===== src/rtl/data_upload.sv =====
// SPI responder that streams a file from shared SDRAM to the IO controller.
// sck/ss/sdi are oversampled in the clk domain; RAM words are fetched over a req/ack port.
module data_upload #(
  parameter logic [24:0] BASE_ADDR  = 25'hA0000,
  parameter logic [7:0]  CMD_RX_LEN = 8'h56,
  parameter logic [7:0]  CMD_RX_DAT = 8'h57
) (
  input  logic        clk,
  input  logic        reset_n,
  input  logic        sck,
  input  logic        ss,
  input  logic        sdi,
  output logic        sdo,
  input  logic [24:0] size,
  output logic        uploading,
  output logic        rd_req,
  output logic [24:0] a,
  input  logic [15:0] q,
  input  logic        rd_ack
);

  localparam logic [2:0] S_IDLE = 3'd0;
  localparam logic [2:0] S_CMD  = 3'd1;
  localparam logic [2:0] S_LEN  = 3'd2;
  localparam logic [2:0] S_DAT  = 3'd3;
  localparam logic [2:0] S_IGN  = 3'd4;

  logic [2:0]  sck_sync_q;
  logic [1:0]  ss_sync_q;
  logic [1:0]  sdi_sync_q;

  logic [2:0]  state_q,   state_d;
  logic [2:0]  bit_cnt_q, bit_cnt_d;
  logic [6:0]  rx_q,      rx_d;
  logic [7:0]  tx_q,      tx_d;
  logic        sdo_q,     sdo_d;
  logic        upl_q,     upl_d;
  logic [24:0] size_q,    size_d;
  logic [25:0] idx_q,     idx_d;
  logic [15:0] buf_q,     buf_d;
  logic [23:0] buf_w_q,   buf_w_d;
  logic        buf_vld_q, buf_vld_d;
  logic [7:0]  hi_q,      hi_d;
  logic        hi_vld_q,  hi_vld_d;
  logic        pend_q,    pend_d;
  logic [23:0] req_w_q,   req_w_d;
  logic [23:0] fw_q,      fw_d;
  logic        rd_req_q,  rd_req_d;
  logic [24:0] a_q,       a_d;
  logic        drop_q,    drop_d;

  logic        rise, fall, ss_s, sdi_s;
  logic [7:0]  cmd_w;
  logic [7:0]  load_byte;
  logic [31:0] len_word;
  logic [25:0] n_w;
  logic [23:0] w_w, w_nx;
  logic        has_data, nxt_ok, w_busy, nx_busy;

  assign rise  = sck_sync_q[1] & ~sck_sync_q[2];
  assign fall  = ~sck_sync_q[1] & sck_sync_q[2];
  assign ss_s  = ss_sync_q[1];
  assign sdi_s = sdi_sync_q[1];
  assign cmd_w = {rx_q, sdi_s};

  assign len_word = {7'b0, size_q};
  // Index 0 of the data stream is the dummy byte; data byte n is idx-1.
  assign n_w      = idx_q - 26'd1;
  assign w_w      = n_w[24:1];
  assign w_nx     = w_w + 24'd1;
  assign has_data = n_w < {1'b0, size_q};
  assign nxt_ok   = ({1'b0, w_w, 1'b0} + 26'd2) < {1'b0, size_q};
  // A word counts as "on its way" if it is in flight (and kept) or queued to issue.
  assign w_busy   = (rd_req_q && !drop_q && fw_q == w_w) || (pend_q && req_w_q == w_w);
  assign nx_busy  = (rd_req_q && !drop_q && fw_q == w_nx) || (pend_q && req_w_q == w_nx);

  always_comb begin
    state_d   = state_q;
    bit_cnt_d = bit_cnt_q;
    rx_d      = rx_q;
    tx_d      = tx_q;
    sdo_d     = sdo_q;
    upl_d     = upl_q;
    size_d    = size_q;
    idx_d     = idx_q;
    buf_d     = buf_q;
    buf_w_d   = buf_w_q;
    buf_vld_d = buf_vld_q;
    hi_d      = hi_q;
    hi_vld_d  = hi_vld_q;
    pend_d    = pend_q;
    req_w_d   = req_w_q;
    fw_d      = fw_q;
    rd_req_d  = rd_req_q;
    a_d       = a_q;
    drop_d    = drop_q;
    load_byte = 8'h00;

    if (!rd_req_q && pend_q) begin
      rd_req_d = 1'b1;
      a_d      = BASE_ADDR + {req_w_q, 1'b0};
      fw_d     = req_w_q;
      pend_d   = 1'b0;
    end

    if (state_q == S_IDLE) begin
      sdo_d     = 1'b0;
      tx_d      = 8'h00;
      bit_cnt_d = 3'd0;
      if (!ss_s) state_d = S_CMD;
    end else if (ss_s) begin
      state_d   = S_IDLE;
      bit_cnt_d = 3'd0;
      upl_d     = 1'b0;
      sdo_d     = 1'b0;
      tx_d      = 8'h00;
      pend_d    = 1'b0;
      buf_vld_d = 1'b0;
      hi_vld_d  = 1'b0;
      drop_d    = rd_req_d;
    end else begin
      if (rise) begin
        rx_d      = {rx_q[5:0], sdi_s};
        bit_cnt_d = bit_cnt_q + 3'd1;
        if (bit_cnt_q == 3'd7 && state_q == S_CMD) begin
          size_d = size;
          idx_d  = 26'd0;
          if (cmd_w == CMD_RX_LEN) begin
            state_d = S_LEN;
          end else if (cmd_w == CMD_RX_DAT) begin
            state_d   = S_DAT;
            upl_d     = 1'b1;
            buf_vld_d = 1'b0;
            hi_vld_d  = 1'b0;
            if (size != 25'd0) begin
              pend_d  = 1'b1;
              req_w_d = 24'd0;
            end
          end else begin
            state_d = S_IGN;
          end
        end
      end

      if (fall) begin
        if (bit_cnt_q == 3'd0 && state_q != S_CMD) begin
          if (state_q == S_LEN && idx_q < 26'd4) begin
            case (idx_q[1:0])
              2'd0:    load_byte = len_word[31:24];
              2'd1:    load_byte = len_word[23:16];
              2'd2:    load_byte = len_word[15:8];
              default: load_byte = len_word[7:0];
            endcase
          end else if (state_q == S_DAT) begin
            if (idx_q == 26'd0) begin
              load_byte = 8'hFF;
            end else if (has_data && !n_w[0]) begin
              if (buf_vld_q && buf_w_q == w_w) begin
                load_byte = buf_q[7:0];
                hi_d      = buf_q[15:8];
                hi_vld_d  = 1'b1;
                buf_vld_d = 1'b0;
                if (nxt_ok) begin
                  pend_d  = 1'b1;
                  req_w_d = w_nx;
                end
              end else begin
                // Underrun: anything still buffered is an older word.
                buf_vld_d = 1'b0;
                if (!w_busy) begin
                  pend_d  = 1'b1;
                  req_w_d = w_w;
                end
              end
            end else if (has_data) begin
              if (hi_vld_q) begin
                load_byte = hi_q;
                hi_vld_d  = 1'b0;
              end else if (buf_vld_q && buf_w_q == w_w) begin
                load_byte = buf_q[15:8];
                buf_vld_d = 1'b0;
                if (nxt_ok) begin
                  pend_d  = 1'b1;
                  req_w_d = w_nx;
                end
              end else if (nxt_ok && !nx_busy) begin
                pend_d  = 1'b1;
                req_w_d = w_nx;
              end
            end
          end
          sdo_d = load_byte[7];
          tx_d  = {load_byte[6:0], 1'b0};
          idx_d = idx_q + 26'd1;
        end else begin
          sdo_d = tx_q[7];
          tx_d  = {tx_q[6:0], 1'b0};
        end
      end
    end

    // Data returned for an aborted transaction is thrown away.
    if (rd_req_q && rd_ack) begin
      rd_req_d = 1'b0;
      drop_d   = 1'b0;
      if (!drop_q) begin
        buf_d     = q;
        buf_w_d   = fw_q;
        buf_vld_d = 1'b1;
      end
    end
  end

  always_ff @(posedge clk) begin
    if (!reset_n) begin
      sck_sync_q <= 3'b000;
      ss_sync_q  <= 2'b11;
      sdi_sync_q <= 2'b00;
      state_q    <= S_IDLE;
      bit_cnt_q  <= 3'd0;
      rx_q       <= 7'd0;
      tx_q       <= 8'd0;
      sdo_q      <= 1'b0;
      upl_q      <= 1'b0;
      size_q     <= 25'd0;
      idx_q      <= 26'd0;
      buf_q      <= 16'd0;
      buf_w_q    <= 24'd0;
      buf_vld_q  <= 1'b0;
      hi_q       <= 8'd0;
      hi_vld_q   <= 1'b0;
      pend_q     <= 1'b0;
      req_w_q    <= 24'd0;
      fw_q       <= 24'd0;
      rd_req_q   <= 1'b0;
      a_q        <= BASE_ADDR;
      drop_q     <= 1'b0;
    end else begin
      sck_sync_q <= {sck_sync_q[1:0], sck};
      ss_sync_q  <= {ss_sync_q[0], ss};
      sdi_sync_q <= {sdi_sync_q[0], sdi};
      state_q    <= state_d;
      bit_cnt_q  <= bit_cnt_d;
      rx_q       <= rx_d;
      tx_q       <= tx_d;
      sdo_q      <= sdo_d;
      upl_q      <= upl_d;
      size_q     <= size_d;
      idx_q      <= idx_d;
      buf_q      <= buf_d;
      buf_w_q    <= buf_w_d;
      buf_vld_q  <= buf_vld_d;
      hi_q       <= hi_d;
      hi_vld_q   <= hi_vld_d;
      pend_q     <= pend_d;
      req_w_q    <= req_w_d;
      fw_q       <= fw_d;
      rd_req_q   <= rd_req_d;
      a_q        <= a_d;
      drop_q     <= drop_d;
    end
  end

  assign sdo       = sdo_q;
  assign uploading = upl_q;
  assign rd_req    = rd_req_q;
  assign a         = a_q;

endmodule


===== config.mk =====
export PLATFORM = sky130hd
export DESIGN_NAME = data_upload
export DESIGN_NICKNAME = d
export VERILOG_FILES = /design/src/rtl/data_upload.sv
export SDC_FILE = /design/constraint.sdc
export NUM_CORES = 1
export LEC_CHECK = 0
export CAP_MARGIN = 20
export CORE_UTILIZATION = 47
export DETAILED_ROUTE_END_ITERATION = 8
export PLACE_DENSITY = 0.75
export SYNTH_ARGS = -nofsm -noshare
export SYNTH_HDL_FRONTEND = slang
export SYNTH_SLANG_ARGS = --single-unit

===== constraint.sdc =====
create_clock -name clk -period 7.75 [get_ports clk]
set_input_delay 2.325 -clock clk [delete_from_list [all_inputs] [get_ports clk]]
set_output_delay 2.325 -clock clk [all_outputs]
set_load 0.02 [all_outputs]

# Word-level counts from Yosys, hierarchy flattened
# Index checks and enable logic that the tools add are counted.
dict set report totals {
  ram_bits 0
  out_inout_bits 28
  mem_count 0
  regBits 207
  rom_bits 0
  latchBits 0
}
dict set report classes {
  n_mul 0
  n_reduce_logical 39
  n_addsub 6
  div_mod_pow 0
  muxes 98
  eq_ne 16
  magnitude_cmp 3
  n_shift 0
  bitwise 10
}
# operator count
set ops {}
lappend ops {{two-way mux 24 bit} 18}
lappend ops {{equality test 24 bit} 5}
lappend ops {{two-way mux 26 bit} 4}
lappend ops {{two-way mux 8 bit} 9}
lappend ops {{two-way mux 1 bit} 59}
lappend ops {{less-than comparator 26 x 25 -> 1 bit} 2}
lappend ops {{adder 25 x 2 -> 26 bit (second input constant)} 1}
lappend ops {{adder 26 x 1 -> 26 bit (second input constant)} 1}
lappend ops {{logical NOT 26 bit} 1}
lappend ops {{less-than comparator 26 x 3 -> 1 bit (second input constant)} 1}
lappend ops {{subtractor 26 x 1 -> 26 bit (second input constant)} 1}
lappend ops {{adder 20 x 25 -> 25 bit (first input constant)} 1}
lappend ops {{nonzero test 25 bit} 1}
lappend ops {{adder 24 x 1 -> 24 bit (second input constant)} 1}
lappend ops {{one-hot mux 8 bit (3 select lines)} 1}
lappend ops {{two-way mux 3 bit} 7}
lappend ops {{equality test 8 x 7 -> 1 bit (second input constant)} 2}
lappend ops {{logical AND 1 bit} 13}
lappend ops {{AND reduction 9 bit} 1}
lappend ops {{inverter 1 bit} 8}
lappend ops {{equality test 3 x 2 -> 1 bit (second input constant)} 2}
lappend ops {{logical NOT 3 bit} 2}
lappend ops {{AND reduction 2 bit} 3}
lappend ops {{AND reduction 3 bit} 2}
lappend ops {{17 further kinds} 26}

# Logic depth before layout (Yosys ltp)
# Gate-level depths: netlist of run 1.
dict set report depth {
  ltp_word 20
  ltp_mapped 28
  ltp_nobuf 23
}

# Least setup slack after synthesis of run 1
# Ideal clock, no wire load.
dict set report synth_timing {
  kind {reg2reg}
  from {reg idx_q[0]}
  to {reg req_w_q[1]}
  setup_ps 75
  path_stages_with_launch 26
  t_arrival_ps 5543
  setup_slack_ps 2132
  path_buffers 4
  synth_period_minus_slack_ps 5618
  required_ps 7675
  cell_sequence {dfxtp_1 > clkbuf_1 > inv_1 > ha_1 > buf_2 > buf_1 > xnor2_1 > inv_1 > ha_1 > o2111ai_1 > nor4_4 > nand2_1 > xnor2_1 > ha_1 > or4_1 > a21oi_1 > o311ai_0 > a21oi_1 > o211a_1 > inv_1 > nor3_1 > nand3_1 > o2bb2a_1 > buf_2 > o221a_2 > o22ai_1}
}
dict set report synth_via {
  elab_chain_len 17
  word_cells_on_any_way 37
}
# item line
set synth_lines {}
lappend synth_lines {{from (decl)} 39} ;# logic [25:0] idx_q, idx_d;
lappend synth_lines {{from (signal assigned)} 249} ;# idx_q <= idx_d;
lappend synth_lines {{branches (longest 14 deep; another with subtractor 26 x 1 -> 26 bit)} --}
lappend synth_lines {{two-way mux 24 bit *} 147} ;# if (state_q == S_LEN && idx_q < 26'd4) begin
lappend synth_lines {{two-way mux 24 bit *} 146} ;# if (bit_cnt_q == 3'd0 && state_q != S_CMD) begin
lappend synth_lines {{two-way mux 24 bit *} 145} ;# if (fall) begin
lappend synth_lines {{to (signal assigned)} 256} ;# req_w_q <= req_w_d;
lappend synth_lines {{to (decl)} 46} ;# logic [23:0] req_w_q, req_w_d;
# Every way passes the cells marked *.
# A chain may end at the register's enable or synchronous reset.

# Final worst setup path of run 1
dict set report layout_timing {
  from {reg idx_q[1]}
  to {reg req_w_q[21]}
}
# Same word-level chain as after synthesis.

==> flow_summary.ini, run 1 <==
[worst_setup_path]
setup.worst_path.class = reg2reg
endpoint_kind = flop
crit_required_ns = 8.17
worst-path-max-fanout = 13
critical_path.startpoint_type = flop
cp.arrival_ns = 7.33

[route]
drt-total-wl_mm = 53.8
top_signal_layer_used = met4
drc = 0
drt-wirelength-per-cell_um = 23.8
met2_length_mm = 23.9
vias = 14000
wirelength_met1_mm = 22.8
route.detailed.vias_per_inst = 6.18
detailedRoute.firstPassIterationCount = 6
wl_met3_mm = 3.85
detailed_route_iter0_violations = 1577
antenna_violating_nets_remaining = 0

[clock_network]
cts_tree = built
insertion_delay_ns = 0.48
clk_path_buf_depth = 2
post_cts.resized_instances = 0
cts_setup_buffers = 0
clock_sinks = 189
cts.clk_slew.worst_paths_ns = 0.08
cts_root_buffer = sky130_fd_sc_hd__clkbuf_16
postCtsHoldBufs = 0
cts_inserted_buffers = 17
htreeDepth = 4

[die]
die_width_um = 178
placeableCoreArea_mm2 = 0.0305
die-area_mm2 = 0.0317
vertical_die_dimension_um = 178
design.portCount = 75
fp-row-count = 64
floorplan.initialDensity_pct = 47.7

[power]
p_per_area_mw_per_mm2 = 122
power_leakage_nw = 5.96
vdd_ir_drop_max_mv = 0.167

[global_route]
grt_max_degree = 63
grt_antenna_before_repair = 0
grt_pass1_wl_mm = 80.7
grt_util_all_layers_pct = 34.7
overflow = 0
grt_pass1_vias = 13000

[logic_synthesis]
average_cell_area_after_synthesis_um2 = 7.79
ys_types = 92
seq_area_frac_synth_pct = 26.0
synth.cell_area_mm2 = 0.0146
synthArstFlopShare_pct = 0
post_synth_edffs = 0
ys.warnings.count = 0
synth_cells = 1868
dominantRegCellSynth = sky130_fd_sc_hd__dfxtp_1
total_nets_after_synthesis = 1973
number_of_synthesized_register_bits = 189

[min_path]
hold_path.class = reg2reg

[status]
status = finished, final reports clean

[placement]
postPlaceCellArea_mm2 = 0.0155
post-dp-hpwl_mm = 41.0
post-place-ws_ns = 1.15
gpl.final_weighted_congestion = 1.02
place.port_buffers = 73

[sta]
timing.max_slew.rel_slack_pct = 19.4
postLayoutSetupSlackWorst_ns = 0.835
timing.fmax_mhz = 145
rsz0062_at_grt = no
setup_total_negative_slack_ns = 0
worst_slew_pin_slew_ns = 1.20
final.min_clock_period_ns = 6.92
final.setup_skew_ns = 0.0167
final_hold_viol_count = 0
final_max_slew_viol_count = 0
timing.final.crit_share_pct = 89.2
timing.final.setup_violations = 0

[cells_and_area]
layout-area-overhead-vs-synth_pct = 10.2
drive_above_1_share_pct = 6.00
filler_cells = 2920
antenna_cells_inserted = 0
final_nets = 1960
final_design_area_no_fill_mm2 = 0.0160

[job]
drv.max_cap_violation_count = 0
## per-stage QoR
stage	power, mW	hold slack, ns	cells	utilization, %
after floorplan	1.04	0.386	1868	-
after global placement	1.08	0.407	2232	50.7
after detailed placement	1.08	0.404	2232	50.7
after CTS	1.97	0.423	2264	52.6
after global routing	2.02	0.429	2264	52.6
final	1.96	0.417	2264	52.6
## state kept, by name, summed over array words and instances, names as in the netlist, 7 cells and up
signal / count
tx_q: 7
idx_q: 26
size_q: 25
rx_q: 7
fw_q: 24
buf_w_q: 24
a: 8
req_w_q: 24
buf_q: 16
hi_q: 8
## routing by layer
metal  vias up  GRT usage, %
li1       6537             -
met1      6644          45.3
met2       667          53.8
met3       152          5.29
met4         0          21.0
met5         -             0
## path summary, 6_finish.rpt
check	start	end	slack, ns	cells after the start
max	idx_q[1]	req_w_q[21]	0.83	21
min	ss_sync_q[0]	ss_sync_q[1]	0.42	1
max reg2reg	idx_q[1]	req_w_q[21]	0.83	21
min reg2reg	ss_sync_q[0]	ss_sync_q[1]	0.42	1
## synthesized netlist by cell type, types with 10 or more instances
library cell / n / area share [%]
sky130_fd_sc_hd__a21boi_0: 98 / 5.1
sky130_fd_sc_hd__dfxtp_1: 189 / 26
sky130_fd_sc_hd__xnor2_1: 85 / 5.1
sky130_fd_sc_hd__a211oi_1: 14 / 0.72
sky130_fd_sc_hd__inv_1: 83 / 2.1
sky130_fd_sc_hd__xor2_1: 32 / 1.9
sky130_fd_sc_hd__a21oi_1: 102 / 3.5
sky130_fd_sc_hd__a22oi_1: 19 / 0.98
sky130_fd_sc_hd__nand2_1: 292 / 7.5
sky130_fd_sc_hd__a21o_1: 11 / 0.57
sky130_fd_sc_hd__and3_1: 20 / 0.86
sky130_fd_sc_hd__o21ai_0: 79 / 2.7
sky130_fd_sc_hd__nand3_1: 41 / 1.4
sky130_fd_sc_hd__clkbuf_1: 109 / 2.8
sky130_fd_sc_hd__nor3_1: 47 / 1.6
sky130_fd_sc_hd__buf_4: 17 / 0.88
sky130_fd_sc_hd__nand2b_1: 12 / 0.52
sky130_fd_sc_hd__o31ai_1: 18 / 0.93
sky130_fd_sc_hd__nor2b_1: 40 / 1.7
sky130_fd_sc_hd__and2_1: 30 / 1.3
sky130_fd_sc_hd__ha_1: 58 / 5.0
sky130_fd_sc_hd__o22ai_1: 24 / 1.0
sky130_fd_sc_hd__nor2_1: 125 / 3.2
sky130_fd_sc_hd__nand4_1: 20 / 0.86
sky130_fd_sc_hd__or4_1: 18 / 0.93
sky130_fd_sc_hd__or3_1: 10 / 0.43
sky130_fd_sc_hd__xnor3_1: 39 / 6.0
sky130_fd_sc_hd__nor4_1: 23 / 0.99
sky130_fd_sc_hd__mux2i_1: 39 / 2.7
## cell families after synthesis
kind of cell / share of synthesized area (%)
XOR/XNOR: 13.4
buffers and inverters: 6.57
other: 0.0258
AND/OR/NAND/NOR: 25.0
flip-flops: 26.0
AO/OA/AOI/OAI: 20.9
adder cells (fa/ha/maj): 4.98
multiplexers: 3.15
## placed cells by master, fill, tap and decap left out, drive strengths merged, types with 28 or more instances in the layout
master         Yosys  layout
a21boi            99      99
a21oi            102     102
and2              32      32
buf               33      39
clkdlybuf4s50      0      72
dfxtp            189     189
ha                58      58
inv               85      91
mux2i             39      39
nand2            292     292
nand3             41      41
nor2             127     127
nor2b             40      40
nor3              49      49
nor4              28      28
o21ai             82      82
xnor2             85      85
xnor3             39      39
xor2              32      32
## where the power goes
group          internal (mW)  switching, mW
logic                 0.0432         0.0387
registers              0.973        0.00484
clock network          0.451          0.450
total                   1.47          0.494
## worst max-delay path, cell delays in order (launching register included)
cell and delay (ns):
sky130_fd_sc_hd__dfxtp_1 0.43, sky130_fd_sc_hd__inv_1 0.18, sky130_fd_sc_hd__ha_1 0.46, sky130_fd_sc_hd__inv_1 0.25, sky130_fd_sc_hd__nor4_2 0.84, sky130_fd_sc_hd__a21oi_1 0.19
sky130_fd_sc_hd__o22ai_1 0.55, sky130_fd_sc_hd__and4b_1 0.35, sky130_fd_sc_hd__xnor2_1 0.47, sky130_fd_sc_hd__ha_1 0.35, sky130_fd_sc_hd__a21oi_1 0.15, sky130_fd_sc_hd__nor2b_1 0.05
sky130_fd_sc_hd__o21ai_0 0.19, sky130_fd_sc_hd__o311ai_0 0.18, sky130_fd_sc_hd__a21oi_1 0.17, sky130_fd_sc_hd__o211a_1 0.18, sky130_fd_sc_hd__inv_1 0.13, sky130_fd_sc_hd__nor3_1 0.20
sky130_fd_sc_hd__nand3_1 0.32, sky130_fd_sc_hd__o2bb2a_1 0.54, sky130_fd_sc_hd__o22ai_1 0.44, sky130_fd_sc_hd__a22o_1 0.21
## area by class of cell
type / instances / area, um2 / area share (%)
multi-input combinational: 1450 / 9840 / 61.3
sequential: 189 / 3780 / 23.6
timing repair buffer: 111 / 1010 / 6.32
tap: 396 / 495 / 3.09
clock buffer: 20 / 467 / 2.91
inverter: 86 / 323 / 2.01
clock inverter: 12 / 123 / 0.764
No activity file was read; power rests on OpenSTA's default activity.
==> run 2, diff against run 1 <==
- DONT_BUFFER_PORTS: not set -> 1
- PLACE_DENSITY: 0.75 -> 0.72
==> flow_summary.ini, run 2 (synthesis gave the netlist of run 1 again) <==
[clock_network]
insertion_delay_ns = 0.47
cts_inserted_buffers = 17
post_cts.resized_instances = 0
cts_tree = built
cts_setup_buffers = 0
clk_path_buf_depth = 2
postCtsHoldBufs = 0
clock_sinks = 189
cts.clk_slew.worst_paths_ns = 0.08
htreeDepth = 4
cts_root_buffer = sky130_fd_sc_hd__clkbuf_16

[power]
vdd_ir_drop_max_mv = 0.164
total_power_mw = 1.97
power_leakage_nw = 5.70
p_per_area_mw_per_mm2 = 128

[die]
vertical_die_dimension_um = 178
design.portCount = 75
fp-row-count = 64
die-area_mm2 = 0.0317
die_width_um = 178
floorplan.initialDensity_pct = 47.7
placeableCoreArea_mm2 = 0.0305

[sta]
final_max_slew_viol_count = 0
setup_total_negative_slack_ns = 0
worst_slew_pin_slew_ns = 1.09
final.setup_skew_ns = 0.0135
timing.final.setup_violations = 0
timing.final.crit_share_pct = 85.4
timing.fmax_mhz = 151
final.min_clock_period_ns = 6.62
timing.max_slew.rel_slack_pct = 27.3
rsz0062_at_grt = no
final_hold_viol_count = 0

[worst_setup_path]
setup.worst_path.class = reg2reg
critical_path.startpoint_type = flop
rr_startpoint = idx_q[1]
timing.reg2reg.setup_slack_ns = 1.13
cp.arrival_ns = 7.02
r2r-end = req_w_q[1]
endpoint_kind = flop
worst-path-max-fanout = 13
crit_required_ns = 8.15
crit_path_top_delay_cell = sky130_fd_sc_hd__nor4_4
ff2ff_path_depth = 21
critical_path.max_stage_delay_ns = 0.67
path_cells = inv_1 > ha_1 > buf_4 > xnor2_1 > nor4_1 > o2111ai_1 > nor4_4 > nand2_1 > xnor2_1 > ha_1 > or4_1 > a21oi_1 > o311ai_0 > a21oi_1 > o211a_1 > inv_1 > nor3_1 > nand3_1 > o2bb2a_1 > o221a_2 > o22ai_1

[placement]
gpl.final_weighted_congestion = 1.04
post-dp-hpwl_mm = 41.0
place.detailed.instances = 2158
place.port_buffers = 0

[cells_and_area]
drive_above_1_share_pct = 6.19
layout.cells.most_common_list = 292 x sky130_fd_sc_hd__nand2_1, 189 x sky130_fd_sc_hd__dfxtp_1, 124 x sky130_fd_sc_hd__nor2_1
mostFrequentLayoutCell = sky130_fd_sc_hd__nand2_1
reg.largest.list = idx_q (26), size_q (25)
final_cell_count_no_fill = 2190
final_nets = 1886
register_name_with_the_most_flops = idx_q
sequential_area_mm2 = 0.00378
layout-area-overhead-vs-synth_pct = 5.40
antenna_cells_inserted = 0
filler_cells = 2959
multiInputGateArea_mm2 = 0.00984
largest_register_ff_count = 26

[min_path]
worst_hold_path.endpoint = ss_sync_q[1]
hold_path_startpoint = ss_sync_q[0]
holdPathStages = 1
hold_path.class = reg2reg

[route]
antenna_violating_nets_remaining = 0
drc = 0
detailedRoute.firstPassIterationCount = 8
drt-wirelength-per-cell_um = 24.3
route.detailed.vias_per_inst = 6.30
vias = 13800
drt-total-wl_mm = 53.2
detailed_route_iter0_violations = 1458

[job]
drv.max_cap_violation_count = 0

[global_route]
grt_pass1_wl_mm = 80.0
grt_util_all_layers_pct = 34.3
grt_antenna_before_repair = 0
overflow = 0
grt_pass1_vias = 12900
grt_max_degree = 168

[status]
status = finished, final reports clean
==> run 2: worst max path at each step <==
stage / start / end / slack, ns
global placement: idx_q[1] / req_w_q[7] / 1.47
detailed placement: idx_q[1] / req_w_q[1] / 1.28
CTS: idx_q[1] / req_w_q[1] / 1.25
global route: idx_q[1] / req_w_q[7] / 0.66
finish: idx_q[1] / req_w_q[1] / 1.13
floorplan: idx_q[0] / req_w_q[1] / 2.13
==> run 2: critical path: cells and delay by family, from the launching register on <==
kind | cells | cell delay [ns]
simple gates | 6 | 2.38
flops | 1 | 0.59
xor+xnor | 2 | 0.35
compound gates | 8 | 2.09
buf+inv | 3 | 0.51
fa+ha+maj | 2 | 0.61
==> run 2: metal layers <==
metal  part of all wire (%)  routed length [um]  vias up  GRT usage [%]
met5                      0                   0        -              0
met4                    4.9                2590        0           16.9
met3                    7.5                4000      135           5.26
met2                     46               24300      697           55.4
met1                     42               22300     6591           44.4
li1                       -                   -     6384              -
==> run 2: through the flow <==
step	hold WS, ns	setup slack [ns]	utilization [%]	area, um2
floorplan	0.386	2.13	-	14600
global placement	0.405	1.47	48.2	14700
detailed placement	0.401	1.28	48.2	14700
CTS	0.416	1.25	50.3	15300
global route	0.443	0.661	50.3	15300
finish	0.415	1.13	50.3	15300
==> run 2: cell type report <==
type	count	share of cell area, %
clock inverters	14	1.23
flip-flops and latches	189	24.7
inverters	86	2.10
well taps	396	3.23
repair buffers	37	1.81
clock buffers	18	2.86
multi-input cells	1450	64.1
==> run 2: power breakdown <==
part           switching (mW)  internal [mW]
Combinational          0.0208         0.0221
Clock                   0.469          0.476
Sequential            0.00491          0.973
==> run 3, diff against run 2 <==
- SKIP_CTS_REPAIR_TIMING: not set -> 1
- clock period: 7.75 -> 6.45 ns (I/O delays scaled with it)
==> flow_summary.ini, run 3 (synthesis gave the netlist of run 1 again) <==
[status]
status = finished, final reports clean

[min_path]
hold_path.class = reg2reg
hold_path_startpoint = ss_sync_q[0]

[cells_and_area]
reg.largest.list = idx_q (26), size_q (25)
register_name_with_the_most_flops = idx_q
layout-area-overhead-vs-synth_pct = 6.52
final_nets = 1905
drive_above_1_share_pct = 7.39
largest_register_ff_count = 26
layout.cells.most_common_list = 292 x sky130_fd_sc_hd__nand2_1, 189 x sky130_fd_sc_hd__dfxtp_1, 123 x sky130_fd_sc_hd__nor2_1
antenna_cells_inserted = 0
mostFrequentLayoutCell = sky130_fd_sc_hd__nand2_1

[sta]
final_max_slew_viol_count = 0
postLayoutSetupSlackWorst_ns = 0.290
timing.final.crit_share_pct = 95.5
final.min_clock_period_ns = 6.16
setup_total_negative_slack_ns = 0
timing.max_slew.rel_slack_pct = 26.5
timing.fmax_mhz = 162
final.setup_skew_ns = 0.0248
worst_slew_pin_slew_ns = 1.10
timing.final.setup_violations = 0
final_hold_viol_count = 0
rsz0062_at_grt = no

[route]
vias = 13800
detailed_route_iter0_violations = 1379
drt-wirelength-per-cell_um = 24.7
antenna_violating_nets_remaining = 0
detailedRoute.firstPassIterationCount = 5
drc = 0
drt-total-wl_mm = 54.5
route.detailed.vias_per_inst = 6.23

[die]
die_width_um = 178
floorplan.initialDensity_pct = 47.7
die-area_mm2 = 0.0317
vertical_die_dimension_um = 178
fp-row-count = 64
design.portCount = 75
placeableCoreArea_mm2 = 0.0305

[clock_network]
insertion_delay_ns = 0.49
clk_path_buf_depth = 2
cts_root_buffer = sky130_fd_sc_hd__clkbuf_16
cts.clk_slew.worst_paths_ns = 0.09
cts_inserted_buffers = 17
clock_sinks = 189
htreeDepth = 4
cts_tree = built

[worst_setup_path]
cp.arrival_ns = 6.58
rr_startpoint = idx_q[0]
setup.worst_path.class = reg2reg
worst-path-max-fanout = 17
endpoint_kind = flop
startpoint = idx_q[0]
crit_required_ns = 6.87
critical_path.startpoint_type = flop

[job]
drv.max_cap_violation_count = 0

[global_route]
grt_pass1_wl_mm = 81.3
overflow = 0
grt_pass1_vias = 13200
grt_util_all_layers_pct = 34.9
grt_max_degree = 168
grt_antenna_before_repair = 0

[power]
power_leakage_nw = 5.80
vdd_ir_drop_max_mv = 0.189
p_per_area_mw_per_mm2 = 154

[placement]
post-place-ws_ns = 0.300
gpl.final_weighted_congestion = 1.07
post-dp-hpwl_mm = 41.9
place.port_buffers = 0
## run 3: changes by cell type in the layout (fill, tap and decap cells not counted), moves of 2 or more
| cell | change |
|---|---|
| sky130_fd_sc_hd__inv_6 | -2 |
| sky130_fd_sc_hd__inv_12 | +3 |
| sky130_fd_sc_hd__inv_8 | +2 |
| sky130_fd_sc_hd__buf_4 | +19 |
| sky130_fd_sc_hd__clkinv_8 | -2 |
## run 3: where the power goes
| part | switching [mW] | total, mW | internal [mW] | leakage, nW |
|---|---|---|---|---|
| Clock | 0.592 | 1.16 | 0.572 | 0.309 |
| Sequential | 0.00542 | 1.17 | 1.17 | 1.52 |
| Combinational | 0.0266 | 0.0532 | 0.0266 | 3.97 |
| Total | 0.624 | 2.39 | 1.77 | 5.80 |
## run 3: final cells by class
type,count,area (um2)
sequential,189,3780
clock buffer,17,425
fill,2962,15000
tap,396,495
inverter,86,323
clock inverter,15,206
timing repair buffer,56,420
multi-input combinational,1450,9850
## run 3: worst max-delay path: stages, from the launching register on
cell and delay (ns):
sky130_fd_sc_hd__dfxtp_1 0.33, sky130_fd_sc_hd__buf_4 0.20, sky130_fd_sc_hd__nor3_1 0.59, sky130_fd_sc_hd__xnor2_1 0.49, sky130_fd_sc_hd__o2111ai_2 0.45, sky130_fd_sc_hd__nor2_1 0.55, sky130_fd_sc_hd__and4b_1 0.43, sky130_fd_sc_hd__xnor2_1 0.16
sky130_fd_sc_hd__buf_4 0.18, sky130_fd_sc_hd__ha_1 0.25, sky130_fd_sc_hd__a21oi_1 0.16, sky130_fd_sc_hd__nor2b_1 0.06, sky130_fd_sc_hd__o21ai_0 0.16, sky130_fd_sc_hd__o311ai_0 0.16, sky130_fd_sc_hd__a21oi_1 0.17, sky130_fd_sc_hd__o211a_1 0.18
sky130_fd_sc_hd__inv_1 0.10, sky130_fd_sc_hd__nor3_1 0.19, sky130_fd_sc_hd__nand3_1 0.24, sky130_fd_sc_hd__o2bb2a_1 0.49, sky130_fd_sc_hd__o22ai_1 0.38, sky130_fd_sc_hd__a22o_1 0.18
## run 3: worst paths after layout
| kind | cells after the start | end | slack (ns) |
|---|---|---|---|
| hold reg to reg | 1 | ss_sync_q[1] | 0.43 |
| setup / recovery | 21 | req_w_q[21] | 0.29 |
| hold / removal | 1 | ss_sync_q[1] | 0.43 |
| setup reg to reg | 21 | req_w_q[21] | 0.29 |
## run 3: stage by stage
step           power (mW)  area (um2)  hold slack (ns)  std cells  utilization [%]
2_1_floorplan        1.25       14600            0.386       1868                -
3_3_place_gp         1.25       14900            0.412       2177             48.7
3_5_place_dp         1.25       14900            0.411       2177             48.7
4_1_cts              2.41       15500            0.435       2209             50.8
5_1_grt              2.45       15500            0.446       2209             50.8
6_report             2.39       15500            0.427       2209             50.8
## run 3: layer usage
layer | track usage, % | vias up | wire length, um
li1 | - | 6418 | -
met1 | 45.2 | 6594 | 23000
met2 | 56.1 | 635 | 24900
met3 | 5.37 | 122 | 4010
met4 | 17.8 | 0 | 2550
met5 | 0 | - | 0
